==> src/rtl/comb_truth_table_scanner.sv <==
// comb_truth_table_scanner
// Stimulus/response stage wrapped around an external 3-input combinational
// function. One scan walks {A,B,C} through 0..7 in ascending order, holds each
// vector for SETTLE_CYCLES clocks, captures Y on the last of those clocks into
// table_out, and then compares the finished table against a golden minterm
// mask. The scan ends with a one-cycle done pulse, a registered pass flag and a
// per-minterm mismatch map.
//
// Handshake: start is a level-sampled request. It is accepted on any rising
// edge where the FSM is in IDLE and start is high. While a scan is running
// (SETTLE or DONE), start is ignored. busy is high from the accepting edge
// until DONE is left. done is high for exactly one cycle, and table_out, pass
// and mismatch are valid in that cycle. Those three outputs then hold until the
// next accepted start (table_out clears at the start; pass and mismatch update
// at that scan's DONE).
//
// Y comes from the same clock domain and must be stable by the sampling edge.
// No synchronizer is added.

module comb_truth_table_scanner #(
    parameter int         SETTLE_CYCLES = 2,     // 1..15 clocks per vector
    parameter logic [7:0] EXPECTED      = 8'hB4  // bit i = golden Y for vector i
) (
    input  logic       clk,
    input  logic       rst,
    input  logic       start,
    output logic       A,
    output logic       B,
    output logic       C,
    input  logic       Y,
    output logic       busy,
    output logic       done,
    output logic       pass,
    output logic [7:0] table_out,
    output logic [7:0] mismatch
);

    // ------------------------------------------------------------------
    // State encoding. The state register is a plain named signal so that
    // checkers can bind to it directly.
    // ------------------------------------------------------------------
    typedef enum logic [1:0] {
        S_IDLE   = 2'd0,
        S_SETTLE = 2'd1,
        S_DONE   = 2'd2
    } state_t;

    // Settle counter value on which Y is captured for the current vector.
    localparam logic [3:0] CNT_LAST = 4'(SETTLE_CYCLES - 1);

    // Index of the last vector in the scan.
    localparam logic [2:0] IDX_LAST = 3'd7;

    // ------------------------------------------------------------------
    // Registered state and datapath
    // ------------------------------------------------------------------
    state_t     state;
    logic [2:0] idx;
    logic [3:0] cnt;
    logic [2:0] abc;
    logic       busy_q;
    logic       done_q;
    logic       pass_q;
    logic [7:0] table_q;
    logic [7:0] mismatch_q;

    // ------------------------------------------------------------------
    // Next-state values
    // ------------------------------------------------------------------
    state_t     state_d;
    logic [2:0] idx_d;
    logic [3:0] cnt_d;
    logic [2:0] abc_d;
    logic       busy_d;
    logic       done_d;
    logic       pass_d;
    logic [7:0] table_d;
    logic [7:0] mismatch_d;

    // The capture strobe and the table with the current sample merged in.
    // The merged table feeds the final compare, so pass and mismatch see
    // the bit for vector 7 in the same edge that captures it.
    logic       capture;
    logic [7:0] table_cap;

    // Capture strobe and the table as it will look after this edge's sample.
    always_comb begin
        capture        = (state == S_SETTLE) && (cnt == CNT_LAST);
        table_cap      = table_q;
        table_cap[idx] = Y;
    end

    // Next-state logic and the values for every registered output.
    always_comb begin
        // Default: hold everything. done is a pulse, so it defaults low.
        state_d    = state;
        idx_d      = idx;
        cnt_d      = cnt;
        abc_d      = abc;
        busy_d     = busy_q;
        done_d     = 1'b0;
        pass_d     = pass_q;
        table_d    = table_q;
        mismatch_d = mismatch_q;

        case (state)
            S_IDLE: begin
                abc_d  = 3'b000;
                busy_d = 1'b0;
                if (start) begin
                    // Accept the request. The previous table is cleared now.
                    // pass and mismatch keep the last result until this
                    // scan finishes.
                    idx_d   = 3'd0;
                    cnt_d   = 4'd0;
                    abc_d   = 3'b000;
                    table_d = 8'h00;
                    busy_d  = 1'b1;
                    state_d = S_SETTLE;
                end
            end

            S_SETTLE: begin
                busy_d = 1'b1;
                if (capture) begin
                    table_d = table_cap;
                    cnt_d   = 4'd0;
                    if (idx == IDX_LAST) begin
                        // Last vector captured. Hold {A,B,C} at 7 for the
                        // DONE cycle and register the verdict on the final
                        // table.
                        state_d    = S_DONE;
                        done_d     = 1'b1;
                        pass_d     = (table_cap == EXPECTED);
                        mismatch_d = table_cap ^ EXPECTED;
                    end else begin
                        idx_d = idx + 3'd1;
                        abc_d = idx + 3'd1;
                    end
                end else begin
                    cnt_d = cnt + 4'd1;
                end
            end

            S_DONE: begin
                // Single-cycle results window. Leaving it drops busy and
                // returns the stimulus to 000.
                busy_d  = 1'b0;
                abc_d   = 3'b000;
                state_d = S_IDLE;
            end

            default: begin
                // Unused encoding: recover to a clean idle.
                state_d = S_IDLE;
                idx_d   = 3'd0;
                cnt_d   = 4'd0;
                abc_d   = 3'b000;
                busy_d  = 1'b0;
            end
        endcase
    end

    // State register with asynchronous reset. Reset aborts a scan mid-flight
    // without a done pulse.
    always_ff @(posedge clk or posedge rst) begin
        if (rst) begin
            state <= S_IDLE;
        end else begin
            state <= state_d;
        end
    end

    // Datapath and output registers. Reset clears the previous result as well.
    always_ff @(posedge clk or posedge rst) begin
        if (rst) begin
            idx        <= 3'd0;
            cnt        <= 4'd0;
            abc        <= 3'b000;
            busy_q     <= 1'b0;
            done_q     <= 1'b0;
            pass_q     <= 1'b0;
            table_q    <= 8'h00;
            mismatch_q <= 8'h00;
        end else begin
            idx        <= idx_d;
            cnt        <= cnt_d;
            abc        <= abc_d;
            busy_q     <= busy_d;
            done_q     <= done_d;
            pass_q     <= pass_d;
            table_q    <= table_d;
            mismatch_q <= mismatch_d;
        end
    end

    // Every output comes straight from a register.
    assign A         = abc[2];
    assign B         = abc[1];
    assign C         = abc[0];
    assign busy      = busy_q;
    assign done      = done_q;
    assign pass      = pass_q;
    assign table_out = table_q;
    assign mismatch  = mismatch_q;

endmodule

==> config.mk <==
export PLATFORM = sky130hd
export DESIGN_NAME = comb_truth_table_scanner
export DESIGN_NICKNAME = d
export VERILOG_FILES = /design/src/rtl/comb_truth_table_scanner.sv
export SDC_FILE = /design/constraint.sdc
export NUM_CORES = 1
export LEC_CHECK = 0
export ABC_AREA = 1
export CAP_MARGIN = 10
export CORE_MARGIN = 4
export CORE_UTILIZATION = 55
export DETAILED_ROUTE_END_ITERATION = 10
export PLACE_DENSITY = 0.84
export SLEW_MARGIN = 20
export SYNTH_ARGS = -nofsm -noshare
export SYNTH_HDL_FRONTEND = slang
export SYNTH_SLANG_ARGS = --single-unit
==> constraint.sdc <==
create_clock -name clk -period 4.15 [get_ports clk]
set_input_delay 0.83 -clock clk [delete_from_list [all_inputs] [get_ports clk]]
set_output_delay 0.83 -clock clk [all_outputs]
set_load 0.05 [all_outputs]
==> summary.md <==
| Metric | Value |
|---|---|
| Max cap viols | 0 |
| Synthesis-to-layout area growth | 22.9% |
| Number of DRC markers in iteration 0 | 71 |
| Reg2Reg Depth | 7 |
| Combinational fraction of design power | 49.6% |
| CTS tree | built |
| Register area share after synthesis | 51.8% |
| Syn nets | 177 |
| Commonest non-fill, non-tap cell in the layout | nand2_1 |
| Seq pwr share | 33.6% |
| RR Startpoint | idx[0] |
| Fin nets | 204 |
| Total grt overflow | 0 |
| Peak Freq | 421 MHz |
| Final Max Slew Viols | 0 |
| Buffers added on ports | 25 |
| Critical path class | flip-flop to output pin |
| Global-route wire length before repair | 5330 µm |
| DRT Pass-1 Iters | 5 |
| Power density over the cells | 799 mW/mm² |
| Placer Congestion | 0.886 |
| WP buf/inv | 1 |
| Max incr delay on CP | 0.82 ns |
| Delay-heaviest family, CP | buffers and inverters |
| Placed cell area | 0.00175 mm² |
| Worst setup SP type | flip-flop |
| # DRC | 0 |
| Post CTS Setup Buffer Count | 0 |
| Avg Inst Size Synth | 8.86 µm² |
| FP Rows | 18 |
| Routed len/inst | 13.8 µm |
| Final setup viols | 0 |
| Hold buffers post-CTS | 0 |
| Synth Instances | 169 |
| Largest net degree at the start of global routing | 32 |
| Yosys warning count | 0 |
| Clk_lat worst skew | 0.33 ns |
| Initial Utilization | 58.8% |
| Number of synthesized flops with an enable pin | 0 |
| Inserted Clock Buffers | 5 |
| Slew Limit Headroom | 57.0% |
| P_sw | 698 µW |
| Total number of vias | 1230 |
| DIE AREA | 0.00362 mm² |
| Layout cells sized above 1 | 13.2% |
| Pint | 772 µW |
| RSZ-0062 raised after global routing | false |
| Crit path to | table_out[2] |
| Fin crit share | 57.2% |
| Fin Setup TNS | 0 ns |
| Clock buffer depth | 2 |
| Commonest cells after routing, fill and taps aside | nand2_1 (44), dfrtp_1 (31), clkdlybuf4s50_1 (25) |
| Clk pwr share | 16.8% |
| H-tree lvl count | 2 |
| Max stage delay cell, worst path | clkdlybuf4s50_1 |
| Mapped cell area | 0.00150 mm² |
| Core Area | 0.00254 mm² |
| GRT Total Usage | 20.6% |
| Final ANT Viol Nets | 0 |
| Synth Flop Type | dfrtp_1 |
| Worst Hold Slack | 0.487 ns |
| Hold Vio Cnt, Final | 0 |
| Max Fanout on Critical Path | 3 |
| FF-to-FF setup slack | 2.43 ns |
| Run status | complete, no violations |
| Tmin final | 2.38 ns |
| CP Capture Type | output pin |
| DRT Wirelength | 3140 µm |
| Maximum VDD drop | 633 µV |
| Critical Path AT | 1.55 ns |
| Finished Core Util | 72.3% |
| Layout Skew | 0.00519 ns |
| Die W | 60.2 µm |
| Worst-Margin Slew | 0.644 ns |
| Clock root cell | clkbuf_4 |
| Class of the worst hold path | flip-flop to flip-flop |
| Seq cells post-synth | 31 |
| Clk slew on worst S/H paths | 0.09 ns |
| Crit path depth | 1 |
| Antenna Diode Count | 0 |
| Async SR Flop Fraction | 100% |
| Design area | 0.00184 mm² |
| Synth unique cells | 21 |
| Crit. Startpoint | table_out[2] |
| CP Cell Sequence | clkdlybuf4s50_1 |
| Initial antenna violation count | 0 |
| Reg2reg end | mismatch[3] |
| Die height | 60.2 µm |
| Post_cts resized | 0 |
| Post-detail-place hpwl | 2140 µm |
| Worst Path Required | 3.32 ns |
| Sink Count | 31 |
| Via-to-Cell Ratio | 5.42 |
| Vias in the first global route | 1132 |
| Net Sw Frac | 47.5% |
| # IOs | 26 |
| Static leakage | 0.899 nW |
## synth_stat cells, types with 2 or more instances
library cell,n,area [µm²]
a21oi_1,3,15.0
buf_2,4,20.0
dfrtp_1,31,776
ha_1,4,50.1
inv_1,17,63.8
inv_2,3,11.3
inv_4,2,12.5
nand2_1,44,165
nand2_2,2,12.5
nand3_1,17,85.1
nand4_1,5,31.3
nor2_1,8,30.0
nor2_8,2,40.0
o21ai_0,10,50.1
o21ai_2,6,52.6
o22ai_1,6,37.5
## power by group through the flow
stage	combinational [mW]	clock (mW)	sequential, mW
final	0.730	0.247	0.494
after global placement	0.707	0	0.489
after detailed placement	0.722	0	0.497
after CTS	0.730	0.250	0.492
after floorplan	0.314	0	0.695
after global routing	0.791	0.268	0.514
## logic make-up after synthesis
kind of cell / count (synthesis) / share of synthesized area [%]
flip-flops: 31 / 51.8
AO/OA/AOI/OAI: 27 / 11.2
adder cells (fa/ha/maj): 4 / 3.34
AND/OR/NAND/NOR: 80 / 25.7
buffers and inverters: 27 / 7.94
## cell type report
class                           count  area (µm²)
Multi-Input combinational cell    111         603
Clock inverter                      2        35.0
Timing Repair Buffer               25         250
Sequential cell                    31         776
Fill cell                         197         704
Clock buffer                        6        51.3
Tap cell                           30        37.5
Inverter                           22        87.6
## worst min-delay path, delay by kind of cell, from the launching register on
| kind | cells | cell delay [ns] |
|---|---|---|
| AND/OR/NAND/NOR | 1 | 0.06 |
| AO/OA/AOI/OAI | 1 | 0.04 |
| flip-flops | 1 | 0.35 |
## registers in the layout, indices dropped and copies added, names as in the netlist
name / count
abc: 3
busy: 1
cnt: 4
done: 1
idx: 3
mismatch: 8
pass: 1
state: 2
table_out: 8
## worst min path at each step
stage | start | endpoint | slack, ns | depth (start not counted)
6_report | mismatch[2] | mismatch[2] | 0.49 | 2
5_1_grt | mismatch[7] | mismatch[7] | 0.52 | 2
4_1_cts | mismatch[2] | mismatch[2] | 0.49 | 2
3_5_place_dp | mismatch[2] | mismatch[2] | 0.47 | 2
3_3_place_gp | mismatch[4] | mismatch[4] | 0.46 | 2
2_1_floorplan | cnt[3] | cnt[3] | 0.50 | 2
## per-layer routing
metal | track usage (%) | up-vias | share of wire, % | wire (µm)
met3 | 7.13 | 9 | 6.2 | 194
li1 | - | 609 | - | -
met1 | 28.3 | 570 | 45 | 1420
met5 | 0 | - | 0 | 0
met2 | 30.1 | 42 | 47 | 1460
met4 | 7.28 | 0 | 1.8 | 57
## stage by stage
step           total power [mW]  setup WS (ns)  instances
3_3_place_gp               1.20           1.99        219
6_report                   1.47           1.77        227
3_5_place_dp               1.22           1.94        219
5_1_grt                    1.57           1.71        227
4_1_cts                    1.47           1.77        227
2_1_floorplan              1.01           2.66        169
(Power assumes the default switching activity.)
==> patch 1, RTL diff (same flow settings) <==
Re-encode `state_t` (3 states) as one-hot, 3 bits wide.
--- a/src/rtl/comb_truth_table_scanner.sv
+++ b/src/rtl/comb_truth_table_scanner.sv
@@ -40,8 +40,8 @@
     // checkers can bind to it directly.
     // ------------------------------------------------------------------
-    typedef enum logic [1:0] {
-        S_IDLE   = 2'd0,
-        S_SETTLE = 2'd1,
-        S_DONE   = 2'd2
+    typedef enum logic [2:0] {
+        S_IDLE   = 3'b001,
+        S_SETTLE = 3'b010,
+        S_DONE   = 3'b100
     } state_t;
 
Formal check against the unedited RTL: no difference found for any inputs over 10 cycles, from zero or initial values and one cycle with rst high; not proved beyond that.
==> patch 1 against the original RTL <==
  * Clock skew increased by 0.012 ns
  * Setup slack got worse by 0.027 ns
  * Register-to-register slack improved by 0.07 ns
  * Synthesized area increased by 6.6%
  * Sequential cell count increased by 1
  * Fmax decreased by 1.1%
  * Final area increased by 2.7%
  * Routed wire length increased by 3.3%
  * Die area increased by 5.7%
  * Critical path type unchanged
  * Critical endpoint unchanged
  * Highest routed layer unchanged
Power is not compared: it rests on default switching activity, and its combinational part moved more than twofold at a synthesized area within 25%.
==> patch 1: results (changes against the original RTL) <==
[placement]
place.gp.congestion = 0.8919  ; +0.65%
hpwl_um = 2460  ; +15%
pre_cts_slack_ns = 1.904  ; -0.03307 ns
place_area_um2 = 1841  ; +4.9%

[final_layout]
fillers = 216  ; +9.6%
final_util_pct = 68.56  ; -3.8 points
layout-drive-gt1-share_pct = 16.26  ; +3.1 points
instances_no_fill = 234  ; +3.1%
final_nets = 210  ; +2.9%

[timing]
tightest_slew_ns = 0.6421  ; -0.001544 ns
fin_skew_ns = 0.01696  ; +0.01177 ns

[critical_path]
crit_arrival_ns = 1.57  ; +0.02 ns
cp_max_fo = 3  ; unchanged

[synth]
synth-compound-area-share_pct = 10.82  ; -0.38 points
async_reset_ff_share_pct = 100.0  ; unchanged
synth_xor_area_share_pct = 1.097  ; +1.1 points
synth_nets = 182  ; +2.8%
synth_commonest_cells = nand2_1, dfrtp_1, inv_1
ys_seq_area_share_pct = 50.24  ; -1.6 points
synth_adder_area_share_pct = 3.135  ; -0.21 points
ys_top_cells_by_area = dfrtp_1, nand2_1, o21ai_2, nand3_1, inv_1
ys_types = 25  ; +19%
syn_area_per_cell_um2 = 9.175  ; +3.5%

[grt]
grt_max_degree = 33  ; +3.1%
grt_pass1_vias = 1281  ; +13%
grt_use_total_pct = 20.31  ; -0.27 points
grt_pass1_wl_um = 5540  ; +4.0%

[drt]
dr_wl_met3_um = 177  ; -8.8%
wl_met2_um = 1641  ; +12%
dr.first_iter.drc_count = 59  ; -17%
detail_route.wirelength_um = 3240  ; +3.3%
avgViaCountPerCell = 5.491  ; +1.3%
dr.pass1.iters = 4  ; -1
wl_met1_um = 1355  ; -4.8%

[clocking]
post-cts-setup-buffers = 0  ; unchanged
cts.reportedPaths.clkPinSlew_ns = 0.09  ; about the same

[pwr]
p_int_w = 0.0005085

[outcome]
outcome = finished clean

-- patch 1: routing by layer --
metal / global-route usage, % / vias up
met4: 10.00 / 0
met5: 0 / -
met1: 23.94 / 610
met3: 6.818 / 9
met2: 33.18 / 41
li1: - / 625
-- patch 1: layout make-up --
type,instances,area share (%)
Clock buffer,7,2.383
Clock inverter,1,0.2647
Inverter,26,5.162
Multi-Input combinational cell,112,34.48
Sequential cell,32,42.42
Tap cell,31,2.052
Timing Repair Buffer,25,13.24
-- patch 1: cell families (layout without fill, tap and decap cells) --
| kind of cell | Yosys count | after routing |
|---|---|---|
| compound gates | 24 | 24 |
| xor+xnor | 2 | 2 |
| fa+ha+maj | 4 | 4 |
| buf+inv | 30 | 59 |
| flops | 32 | 32 |
| simple gates | 82 | 82 |
-- patch 1: path summary, 6_finish.rpt --
check                                                to  slack (ns)  cells past startpoint                      from
worst max-delay path                       table_out[2]        1.75                      1  table_out[2]$_DFFE_PP0P_
worst min-delay path            mismatch[4]$_DFFE_PP0P_        0.49                      2   mismatch[4]$_DFFE_PP0P_
worst max register to register       idx[0]$_DFFE_PP0P_        2.50                      5        idx[0]$_DFFE_PP0P_
worst min register to register  mismatch[4]$_DFFE_PP0P_        0.49                      2   mismatch[4]$_DFFE_PP0P_
max in group asynchronous            cnt[3]$_DFFE_PP0P_        2.83                      2                       rst
min in group asynchronous       mismatch[7]$_DFFE_PP0P_        0.88                      2                       rst
-- patch 1: power groups by stage --
stage          combinational, W  clock, W  sequential [W]
3_5_place_dp           0.000307         0        0.000390
2_1_floorplan          0.000206         0        0.000422
5_1_grt                0.000344  0.000189        0.000389
3_3_place_gp           0.000291         0        0.000386
4_1_cts                0.000308  0.000172        0.000383
6_report               0.000309  0.000168        0.000385
==> patch 2, RTL diff (config.mk and constraints unchanged) <==
Without the edit above. Change the parameter `EXPECTED` from 8'hB4 to 8'h80.
--- a/src/rtl/comb_truth_table_scanner.sv
+++ b/src/rtl/comb_truth_table_scanner.sv
@@ -20,5 +20,5 @@
 module comb_truth_table_scanner #(
     parameter int         SETTLE_CYCLES = 2,     // 1..15 clocks per vector
-    parameter logic [7:0] EXPECTED      = 8'hB4  // bit i = golden Y for vector i
+    parameter logic [7:0] EXPECTED      = 8'h80  // bit i = golden Y for vector i
 ) (
     input  logic       clk,
Behaviour: no difference found for any inputs over 10 cycles, from zero or initial values and one cycle with rst high; that may be too few to reach the edited logic, so the function may still have changed.
==> patch 2 against the original RTL <==
  * Clock skew decreased by 0.0024 ns
  * Sequential cell count is the same
  * Setup slack worse by 0.0060 ns
  * Count of clock-buffer cells in the layout stayed put
  * Synthesized area down 0.67%
  * Power is 0.45% lower
  * Critical endpoint unchanged
  * Cell count fell by 0.88%
  * Routed wire length increased by 2.1%
  * Final area decreased by 0.68%
==> patch 2: results (changes against the original RTL) <==
[min_path]
min_from = mismatch[6]$_DFFE_PP0P_
hold_end = mismatch[6]$_DFFE_PP0P_
min_delay_path_depth = 2  ; unchanged

[critical_path]
cpLargestDelayFamily = buffers and inverters
timing.rr.start = idx[1]$_DFFE_PP0P_
startpoint = table_out[2]$_DFFE_PP0P_
rrSetupSlack_ns = 2.31  ; -0.12 ns
critPathSlowestCell = clkdlybuf4s50_1
crit_arrival_ns = 1.55  ; about the same
endpoint = table_out[2]
reg2reg_depth = 8  ; +1
reg2reg_to = pass$_DFFE_PP0P_

[placement]
io_buffers = 25  ; unchanged
place.gp.congestion = 0.8777  ; -0.95%
hpwl_um = 2344  ; +9.3%
place_area_um2 = 1742  ; -0.71%
place_inst = 217  ; -0.91%
pre_cts_slack_ns = 1.952  ; +0.01436 ns

[synth]
async_reset_ff_share_pct = 100.0  ; unchanged
ys_types = 21  ; unchanged
ys.flop_type = dfrtp_1
syn_area_per_cell_um2 = 8.962  ; +1.1%
ys_seq_area_share_pct = 52.14  ; +0.35 points
synth_commonest_cells = nand2_1, dfrtp_1, nand3_1
ys_top_cells_by_area = dfrtp_1, nand2_1, nand3_1, o21ai_0, inv_1

[grt]
grt_use_total_pct = 20.66  ; +0.080 points
grt_pass1_vias = 1260  ; +11%
grt_pass1_wl_um = 5395  ; +1.3%
grtUsageMet2_pct = 37.35  ; +7.3 points
grt.met1_usage_pct = 21.60  ; -6.7 points
use_met3_pct = 6.911  ; -0.22 points
grt_max_degree = 32  ; unchanged
antenna_found_initial = 0  ; unchanged

[timing]
fin_crit_sh_pct = 57.38  ; +0.14 points
hold-worst-slack_ns = 0.4918  ; +0.004845 ns
tightest_slew_ns = 0.6284  ; -0.01523 ns
fin_skew_ns = 0.002772  ; -0.002422 ns
final_max_slew_viol_count = 0  ; unchanged

[drt]
dr.pass1.iters = 4  ; -1
wl_per_cell_um = 14.24  ; +3.0%
vias = 1245  ; +1.2%
avgViaCountPerCell = 5.533  ; +2.1%
dr.first_iter.drc_count = 46  ; -35%

[final_layout]
antenna_cells = 0  ; unchanged
final_nets = 202  ; -0.98%
layout-drive-gt1-share_pct = 11.79  ; -1.4 points
fillers = 190  ; -3.6%

[pwr]
p_leak_nw = 0.8600  ; -4.4%
p_switching_w = 0.0006870  ; -1.6%
peakVddDrop_mv = 0.5800  ; -8.4%

[clocking]
htreeDepth = 2  ; unchanged
cts_resized = 0  ; unchanged
clk_path_buf_depth = 2  ; unchanged
clockRootBuffer = clkbuf_4

[outcome]
outcome = finished clean

-- patch 2: cell types whose count changed after synthesis, moves of 2 or more --
cell	change
buf_2	-4
nor2_1	-4
o21ai_1	+4
o21ai_2	-4
buf_4	+3
inv_1	-2
inv_2	+2
inv_4	-2
nand2_2	-2
nand3_1	+2
nor2_4	+2
o21ai_0	+2
o22ai_1	-2
-- patch 2: logic make-up (layout without fill, tap and decap cells) --
| kind of cell | count (synthesis) | in the layout | share of synthesized area [%] |
|---|---|---|---|
| AO/OA/AOI/OAI | 28 | 28 | 10.60 |
| adder cells (fa/ha/maj) | 4 | 4 | 3.364 |
| buffers and inverters | 24 | 53 | 7.317 |
| flip-flops | 31 | 31 | 52.14 |
| AND/OR/NAND/NOR | 79 | 79 | 26.58 |
-- patch 2: power groups by stage --
stage | combinational (W) | clock [W] | sequential, W
after floorplan | 0.000308 | 0 | 0.000705
after global placement | 0.000700 | 0 | 0.000494
after detailed placement | 0.000717 | 0 | 0.000503
after CTS | 0.000720 | 0.000252 | 0.000496
after global routing | 0.000780 | 0.000268 | 0.000514
final | 0.000718 | 0.000248 | 0.000497
-- patch 2: metal layers --
layer  vias up  routed length (µm)
li1        603                   -
met1       605                1276
met2        35                1748
met3         2                 165
met4         0                  14
met5         -                   0
-- patch 2: area by class of cell --
| cell class | instances | area (µm²) | share of cell area (%) |
|---|---|---|---|
| flip-flops and latches | 31 | 775.7 | 42.44 |
| multi-input cells | 111 | 603.1 | 32.99 |
| repair buffers | 25 | 250.2 | 13.69 |
| inverters | 20 | 75.07 | 4.107 |
| clock buffers | 6 | 51.30 | 2.806 |
| well taps | 30 | 37.54 | 2.053 |
| clock inverters | 2 | 35.03 | 1.916 |
